## src/rtl/mem_req_queue.sv

```systemverilog
`timescale 1ns/1ps
// Purpose : in-order request queue that issues one load/store at a time to mem_system and returns responses with hit/latency.
// Latency : a push into an empty queue reaches mem_Rd/mem_Wr 2 cycles later; the response is registered one cycle after mem_Done.
// Backpres: req_ready = !full; a push is refused when full, even in the cycle the head is popped.
//
// Ports:
//   clk, rst          : clock and synchronous active-low reset
//   req_*             : processor-side request (valid/ready handshake)
//   resp_*            : one-cycle response pulse with data, hit flag and issue-to-Done latency
//   mem_*             : mem_system Rd/Wr/Addr/DataIn drive and DataOut/Done/Stall/CacheHit return
//   perf_*            : request/hit/busy-cycle counters with synchronous clear
//   err_*             : sticky timeout and spurious-Done flags, cleared only by reset
module mem_req_queue #(
    parameter int DEPTH   = 4,
    parameter int ADDR_W  = 16,
    parameter int DATA_W  = 32,
    parameter int CNT_W   = 32,
    parameter int TIMEOUT = 64
) (
    input  logic              clk,
    input  logic              rst,
    input  logic              req_valid,
    output logic              req_ready,
    input  logic              req_wr,
    input  logic [ADDR_W-1:0] req_addr,
    input  logic [DATA_W-1:0] req_wdata,
    output logic              resp_valid,
    output logic              resp_wr,
    output logic [DATA_W-1:0] resp_rdata,
    output logic              resp_hit,
    output logic [7:0]        resp_lat,
    output logic [ADDR_W-1:0] mem_Addr,
    output logic [DATA_W-1:0] mem_DataIn,
    output logic              mem_Rd,
    output logic              mem_Wr,
    input  logic [DATA_W-1:0] mem_DataOut,
    input  logic              mem_Done,
    input  logic              mem_Stall,
    input  logic              mem_CacheHit,
    input  logic              perf_clr,
    output logic [CNT_W-1:0]  perf_reqs,
    output logic [CNT_W-1:0]  perf_hits,
    output logic [CNT_W-1:0]  perf_busy,
    output logic              err_timeout,
    output logic              err_spurious
);

    localparam int AW = (DEPTH > 1) ? $clog2(DEPTH) : 1;
    localparam logic [AW:0] FULL_CNT = (AW + 1)'(DEPTH);
    localparam logic [AW:0] CNT_ONE  = (AW + 1)'(1);

    typedef struct packed {
        logic              wr;
        logic [ADDR_W-1:0] addr;
        logic [DATA_W-1:0] wdata;
    } req_t;

    typedef enum logic {
        IDLE = 1'b0,
        BUSY = 1'b1
    } state_t;

    // ---------------------------------------------------------------
    // Request FIFO
    // ---------------------------------------------------------------
    req_t            fifo_q [DEPTH];
    logic [AW-1:0]   wr_ptr_q, wr_ptr_d;
    logic [AW-1:0]   rd_ptr_q, rd_ptr_d;
    logic [AW:0]     count_q, count_d;
    logic            full, empty, push, pop;
    req_t            head;
    req_t            push_ent;
    state_t          state_q;

    assign full      = (count_q == FULL_CNT);
    assign empty     = (count_q == '0);
    assign req_ready = !full;
    assign push      = req_valid && !full;
    // The head is only retired by a genuine completion; Done in IDLE is ignored.
    assign pop       = (state_q == BUSY) && mem_Done;
    assign head      = fifo_q[rd_ptr_q];
    assign push_ent  = '{wr: req_wr, addr: req_addr, wdata: req_wdata};

    always_comb begin
        wr_ptr_d = wr_ptr_q;
        rd_ptr_d = rd_ptr_q;
        count_d  = count_q;
        if (push) begin
            wr_ptr_d = wr_ptr_q + AW'(1);
        end
        if (pop) begin
            rd_ptr_d = rd_ptr_q + AW'(1);
        end
        if (push && !pop) begin
            count_d = count_q + CNT_ONE;
        end else if (!push && pop) begin
            count_d = count_q - CNT_ONE;
        end
    end

    always_ff @(posedge clk) begin
        if (!rst) begin
            wr_ptr_q <= '0;
            rd_ptr_q <= '0;
            count_q  <= '0;
        end else begin
            wr_ptr_q <= wr_ptr_d;
            rd_ptr_q <= rd_ptr_d;
            count_q  <= count_d;
        end
    end

    // Storage needs no reset: entries are only read when count_q says valid.
    always_ff @(posedge clk) begin
        if (push) begin
            fifo_q[wr_ptr_q] <= push_ent;
        end
    end

    // ---------------------------------------------------------------
    // Issue FSM with registered mem_* and resp_* outputs
    // ---------------------------------------------------------------
    logic              mem_rd_q, mem_wr_q;
    logic [ADDR_W-1:0] mem_addr_q;
    logic [DATA_W-1:0] mem_din_q;
    logic [7:0]        lat_q;
    logic              resp_vld_q, resp_wr_q, resp_hit_q;
    logic [DATA_W-1:0] resp_rdata_q;
    logic [7:0]        resp_lat_q;
    logic              err_timeout_q, err_spurious_q;

    always_ff @(posedge clk) begin
        if (!rst) begin
            state_q        <= IDLE;
            mem_rd_q       <= 1'b0;
            mem_wr_q       <= 1'b0;
            mem_addr_q     <= '0;
            mem_din_q      <= '0;
            lat_q          <= '0;
            resp_vld_q     <= 1'b0;
            resp_wr_q      <= 1'b0;
            resp_rdata_q   <= '0;
            resp_hit_q     <= 1'b0;
            resp_lat_q     <= '0;
            err_timeout_q  <= 1'b0;
            err_spurious_q <= 1'b0;
        end else begin
            resp_vld_q <= 1'b0;
            case (state_q)
                IDLE: begin
                    if (mem_Done) begin
                        err_spurious_q <= 1'b1;
                    end
                    if (!empty) begin
                        state_q    <= BUSY;
                        mem_rd_q   <= !head.wr;
                        mem_wr_q   <= head.wr;
                        mem_addr_q <= head.addr;
                        mem_din_q  <= head.wdata;
                        lat_q      <= 8'd1;
                    end
                end
                BUSY: begin
                    if (mem_Done) begin
                        // Dropping Rd/Wr here guarantees one idle cycle before the next issue.
                        state_q      <= IDLE;
                        mem_rd_q     <= 1'b0;
                        mem_wr_q     <= 1'b0;
                        resp_vld_q   <= 1'b1;
                        resp_wr_q    <= head.wr;
                        resp_rdata_q <= head.wr ? '0 : mem_DataOut;
                        resp_hit_q   <= mem_CacheHit;
                        resp_lat_q   <= lat_q;
                    end else begin
                        if (lat_q != 8'hFF) begin
                            lat_q <= lat_q + 8'd1;
                        end
                        // Flag only; the request keeps waiting for its Done.
                        if ({24'd0, lat_q} == 32'(TIMEOUT)) begin
                            err_timeout_q <= 1'b1;
                        end
                    end
                end
            endcase
        end
    end

    // ---------------------------------------------------------------
    // Performance counters (clear wins over a same-cycle increment)
    // ---------------------------------------------------------------
    logic [CNT_W-1:0] perf_reqs_q, perf_hits_q, perf_busy_q;

    always_ff @(posedge clk) begin
        if (!rst || perf_clr) begin
            perf_reqs_q <= '0;
            perf_hits_q <= '0;
            perf_busy_q <= '0;
        end else begin
            if (state_q == BUSY) begin
                perf_busy_q <= perf_busy_q + CNT_W'(1);
            end
            if (pop) begin
                perf_reqs_q <= perf_reqs_q + CNT_W'(1);
                if (mem_CacheHit) begin
                    perf_hits_q <= perf_hits_q + CNT_W'(1);
                end
            end
        end
    end

    // mem_Stall is informational only; issue timing never depends on it.
    logic unused_stall;
    assign unused_stall = mem_Stall;

    assign mem_Rd       = mem_rd_q;
    assign mem_Wr       = mem_wr_q;
    assign mem_Addr     = mem_addr_q;
    assign mem_DataIn   = mem_din_q;
    assign resp_valid   = resp_vld_q;
    assign resp_wr      = resp_wr_q;
    assign resp_rdata   = resp_rdata_q;
    assign resp_hit     = resp_hit_q;
    assign resp_lat     = resp_lat_q;
    assign perf_reqs    = perf_reqs_q;
    assign perf_hits    = perf_hits_q;
    assign perf_busy    = perf_busy_q;
    assign err_timeout  = err_timeout_q;
    assign err_spurious = err_spurious_q;

endmodule

```

## config.mk

```make
export PLATFORM = sky130hd
export DESIGN_NAME = mem_req_queue
export DESIGN_NICKNAME = d
export VERILOG_FILES = /design/src/rtl/mem_req_queue.sv
export SDC_FILE = /design/constraint.sdc
export NUM_CORES = 1
export LEC_CHECK = 0
export ABC_AREA = 1
export CORE_MARGIN = 4
export CORE_UTILIZATION = 48
export DETAILED_ROUTE_END_ITERATION = 6
export PLACE_DENSITY = 0.74
export SYNTH_ARGS = -nofsm -noshare
export SYNTH_HDL_FRONTEND = slang
export SYNTH_SLANG_ARGS = --single-unit
export TNS_END_PERCENT = 20
```

## constraint.sdc

```tcl
create_clock -name clk -period 3 [get_ports clk]
set_input_delay 0.3 -clock clk [delete_from_list [all_inputs] [get_ports clk]]
set_output_delay 0.3 -clock clk [all_outputs]
set_load 0.01 [all_outputs]
```

After elaboration in Yosys (flattened, before gate mapping) --
Memory sizes are Yosys's and may differ from the RTL's. A register that Yosys moved wholly into a read port is not among the register bits. Cells that the tools add are included. Widths: inputs -> output; s select.
Storage, ports and cells: bits in registers 207, bits in writable memories 196, input bits 88, output and inout bits 192, logic and storage cells 78, memories kept 1
Cells by class: $add $sub $neg 8, equality and inequality tests 7, muxes and demuxes 20, bitwise operators 3, reduce and logical (&&, ||, !) cells 20
Memories:
- fifo_q | depth 4, bits a word 49, rd ports 1, clocked after Yosys merged registers in 1, wr ports 1, RTL line 66 | req_t fifo_q [DEPTH];
Operator list (count):
- $add 32x1->32 const B | 3
- $mux 32 | 1
- $mux 8 | 3
- $pmux 8 s2 | 1
- $reduce_and 2->1 | 6
- $add 8x1->8 const B | 1
- $eq 8x7->1 const B | 1
- $mux 1 | 8
- $ne 8x8->1 const B | 1
- $mux 3 | 2
- $ne 2x2->1 const B | 3
- $pmux 1 s2 | 3
- $reduce_and 3->1 | 2
- $logic_not 1->1 | 5
- $add 2x1->2 const B | 2
- $logic_and 1x1->1 | 4
- $mux 2 | 2
- $add 3x1->3 const B | 1
- $eq 3x3->1 const B | 1
- $logic_not 3->1 | 1
- $not 1->1 | 3
- $sub 3x1->3 const B | 1
- $ne 2x1->1 const B | 1
- $reduce_bool 2->1 | 1
- $logic_or 1x1->1 | 1

Depth between registers and ports, before layout --
word-level depth 7, gate-level depth with buffers 12, mapped depth without buffers 12

Worst setup path after synthesis --
OpenSTA, ideal clock, no wires.
path kind register to register, start register count_q[0], end memory fifo_q[0][0] (netlist name) (enable), arrival 2805 ps, required time 2544 ps, slack -260 ps, cell stages (with the launch flop) 5, buffers on the path 0, path through dfxtp_1 > inv_1 > nand3_1 > nand2_1 > nor2_1
Between the ends: longest elaborated chain between the ends 5
RTL lines:
- start: declaration | RTL line 69 | logic [AW:0] count_q, count_d;
- start signal: assignment | RTL line 109 | count_q <= count_d;
- $eq 3x3->1 | RTL line 75 | assign full = (count_q == FULL_CNT);
- $logic_not 1->1
- named net req_ready | RTL line 23 | output logic req_ready,
- $logic_and 1x1->1 | RTL line 78 | assign push = req_valid && !full;
- $mux 1 | RTL line 115 | if (push) begin
- $mux 1 (not written as such) | RTL line 116 | fifo_q[wr_ptr_q] <= push_ent;
- end: declaration | RTL line 66
The timed path passes the listed nets, and every way through them passes these cells.

Worst setup path after layout --
start register state_q, end register mem_din_q[30] (netlist: mem_DataIn[30])
Between the ends: longest elaborated chain between the ends 2
RTL lines:
- start: declaration | RTL line 73 | state_t state_q;
- start signal: assignment | RTL line 134 | state_q <= IDLE;
- start signal: assignment | RTL line 155 | state_q <= BUSY;
- start signal: assignment | RTL line 166 | state_q <= IDLE;
- $not 1->1
- $reduce_and 2->1 (no line)
- end signal: assignment | RTL line 159 | mem_din_q <= head.wdata;
- end: declaration | RTL line 125 | logic [DATA_W-1:0] mem_din_q;
No other way between the ends. A chain may end at the register's enable or synchronous reset.

==> summary.txt <==
Logic synthesis
  – Cell count after synthesis: 1,798
  – Post-synthesis adder-cell area fraction: 0.8853%
  – Largest cells by area after synthesis: edfxtp_1, dfxtp_1, nor2_1
  – Yosys top cell area share: 35.90%
  – Ys Warns: 0
  – Xor and xnor fraction of the mapped netlist area: 0.3205%
  – Commonest cells post-synth: nor2_1, nand2_1, dfxtp_1
  – Most frequent cell after synthesis: nor2_1
  – Share of flip-flops with an asynchronous set or reset: 0%
  – Synth Register Bits: 405
  – Simple-Gate Fraction of Synth Area: 21.25%
  – Post-synthesis compound-gate area fraction: 11.02%
  – Post-Syn Area: 0.01639 mm^2
  – Number of synthesized flops with an enable pin: 196
  – Ys flop type: dfxtp_1
  – Mux contribution to synthesized area: 0%
  – Main combinational cell family by area after synthesis: simple AND/OR/NAND/NOR gates
  – Post-synthesis cell type count: 36
  – Sequential area share after synthesis: 61.42%
  – Synth area leader: edfxtp_1
  – Average size of a mapped cell: 9.118 um^2
  – Syn nets: 1,897

Clocking
  – Num CTS Buffers: 43
  – Post-CTS Hold Fix Bufs: 0
  – Clock Latency Late Sink: 0.56 ns
  – Clock sink count: 405
  – Clock transition at path regs: 0.06 ns
  – Cts repair resizes: 0
  – CTS Buffer Depth: 3
  – Clk root buf: clkbuf_16
  – CTS tree: built
  – H-tree depth: 2
  – Post-CTS Setup Repair Bufs: 0

Timing
  – Achievable clock frequency: 467.2 MHz
  – Final max-slew violation count: 0
  – Period utilization: 71.35%
  – Clk_skew: 0.01353 ns
  – Relative slew slack: 30.26%
  – Min Clock Period, post-route: 2.140 ns
  – Slew at the pin with the worst max-slew slack: 1.046 ns
  – # setup viols final: 0
  – Hold Vio Cnt, Final: 0
  – RSZ-0062 raised after global routing: no

Global routing
  – First-pass GRT wire length: 65,290 um
  – Vias in the first global route: 12,940
  – Largest net degree at the start of global routing: 96
  – GRT overflow: 0
  – Gr usage total: 21.86%
  – Initial antenna violation count: 3

Place
  – I/O Buffers: 278
  – Routability congestion estimate: 0.8914
  – DP HPWL: 26,620 um

Worst setup path
  – Critical path, cell by cell: inv_4 > nand2_1 > inv_2 > buf_12 > o21ai_0 > a31oi_1
  – CP Launch Type: flip-flop
  – Reg2Reg Setup Slack: 0.86 ns
  – Worst EP arrival: 2.61 ns
  – Cell family with most CP delay: buffers and inverters
  – Worst path buffer plus inverter count: 3
  – Worst path required time: 3.47 ns
  – Max incr delay on CP: 0.49 ns
  – CP max-delay cell: dfxtp_1
  – Worst setup path class: reg -> reg
  – Setup crit end kind: flip-flop
  – CP max FO: 65

Final layout
  – Layout cells sized above 1: 6.152%
  – Area Overhead vs Synth: 28.90%
  – Finished Core Util: 62.87%
  – Nets: 2,163

Drt
  – DR pass1 iterations: 5
  – Iter 0 DRT Violations: 713
  – Vias: 13,330
  – WL per Instance: 16.31 um
  – Drt drc: 0
  – Total Routed Length: 41,530 um
  – Antenna Violating Nets Remaining: 0
  – Vias per std cell: 5.234

Power
  – Pwr dens: 736.8 mW/mm^2
  – Combinational cell fraction of total power: 20.4%
  – Final Power: 15.57 mW
  – Flop pwr share: 44.4%
  – Worst VDD drop: 0.0009024 V
  – Int Pwr: 11.14 mW
  – Clk pwr share: 35.2%
  – Leakage power: 7.494 nW
  – P_sw: 4.428 mW
  – Net Sw Frac: 28.44%

Floorplanning
  – Row count: 67
  – Die Footprint: 0.03718 mm^2
  – # IOs: 280
  – Die W: 192.8 um
  – Core ar.: 0.03362 mm^2
  – Die height: 192.8 um
  – Initial cell density of the core: 48.77%

Job
  – Maxcap violations: 0

Run status
  – Status: completed

Min path
  – Hold Path Class: in -> reg
[final cells by class]
type	count	area [um^2]
Antenna cell	1	2.502
Clock buffer	51	1156
Fill cell	2720	12480
Inverter	137	516.7
Tap cell	448	560.5
Multi-Input combinational cell	1181	5525
Timing Repair Buffer	296	2975
Clock inverter	27	321.6
Sequential cell	405	10070
[stage by stage]
step                setup slack, ns  hold slack, ns  cell area (um^2)  cells  TNS (ns)
global placement             0.8056          0.4457             19650   2467         0
CTS                          0.8248          0.2118             21130   2545         0
floorplan                   -0.2605          0.3989             16390   1798    -51.05
global route                 0.7098          0.2377             21130   2546         0
finish                       0.8596          0.2408             21130   2546         0
detailed placement           0.8436          0.4556             19650   2467         0
[power groups by stage]
stage	clock (mW)	combinational [mW]	sequential [mW]
finish	5.48	3.17	6.92
global route	5.83	3.50	6.98
CTS	5.59	3.22	6.92
detailed placement	0	3.19	7.01
global placement	0	3.12	7.00
floorplan	0	1.48	7.11
[cell families (layout without fill, tap and decap cells)]
group / Yosys count / count (layout)
AOI/OAI and AO/OA: 342 / 342
xor gates and xnor gates: 6 / 6
adders and majority gates: 11 / 11
buffers and inverters: 212 / 511
DFF: 405 / 405
other: 0 / 1
and+or+nand+nor: 822 / 822
[sequential cells by signal (all words and copies together) (netlist names), 2 cells and up, named ones only]
| register | flops |
|---|---|
| resp_rdata | 32 |
| wr_ptr_q | 2 |
| resp_lat | 8 |
| perf_reqs | 32 |
| rd_ptr_q | 2 |
| count_q | 3 |
| mem_Addr | 16 |
| mem_DataIn | 32 |
| perf_hits | 32 |
| lat_q | 8 |
| perf_busy | 32 |
| fifo_q | 196 |
[placed cells by master, fill, tap and decap left out, types with 3 or more instances in the layout]
cell type / count
clkbuf_8: 5
ha_1: 10
xor2_1: 4
bufinv_16: 6
clkdlybuf4s50_1: 277
a31oi_1: 50
dfxtp_1: 207
inv_1: 129
o21a_1: 9
nor2_2: 6
buf_12: 5
clkinv_2: 11
nand4_1: 14
edfxtp_1: 196
inv_2: 7
clkinv_1: 4
and3_1: 3
a21oi_1: 85
nor2_1: 364
nand2_1: 239
o21ai_0: 194
o21bai_1: 3
nand3_1: 143
nor3_1: 25
buf_4: 13
clkbuf_16: 43
clkbuf_1: 3
nor2_4: 12
nand2_2: 6
[per-layer routing]
metal / GRT usage (%) / wire [um]
met5: 0 / 21
met4: 7.707 / 1005
met3: 6.277 / 3891
met2: 38.28 / 20350
met1: 25.65 / 16260
[worst paths after layout]
check,start,end,cells past startpoint
setup / recovery,state_q,mem_DataIn[30],6
hold / removal,rst,mem_Wr,4
setup reg to reg,state_q,mem_DataIn[30],6
hold reg to reg,resp_rdata[26],resp_rdata[26],2
[tightest hold or removal path: cells and delay by family]
kind	cells	cell delay, ns
and+or+nand+nor	1	0.11
buffers and inverters	3	0.35
No activity file was read; power rests on OpenSTA's default activity.
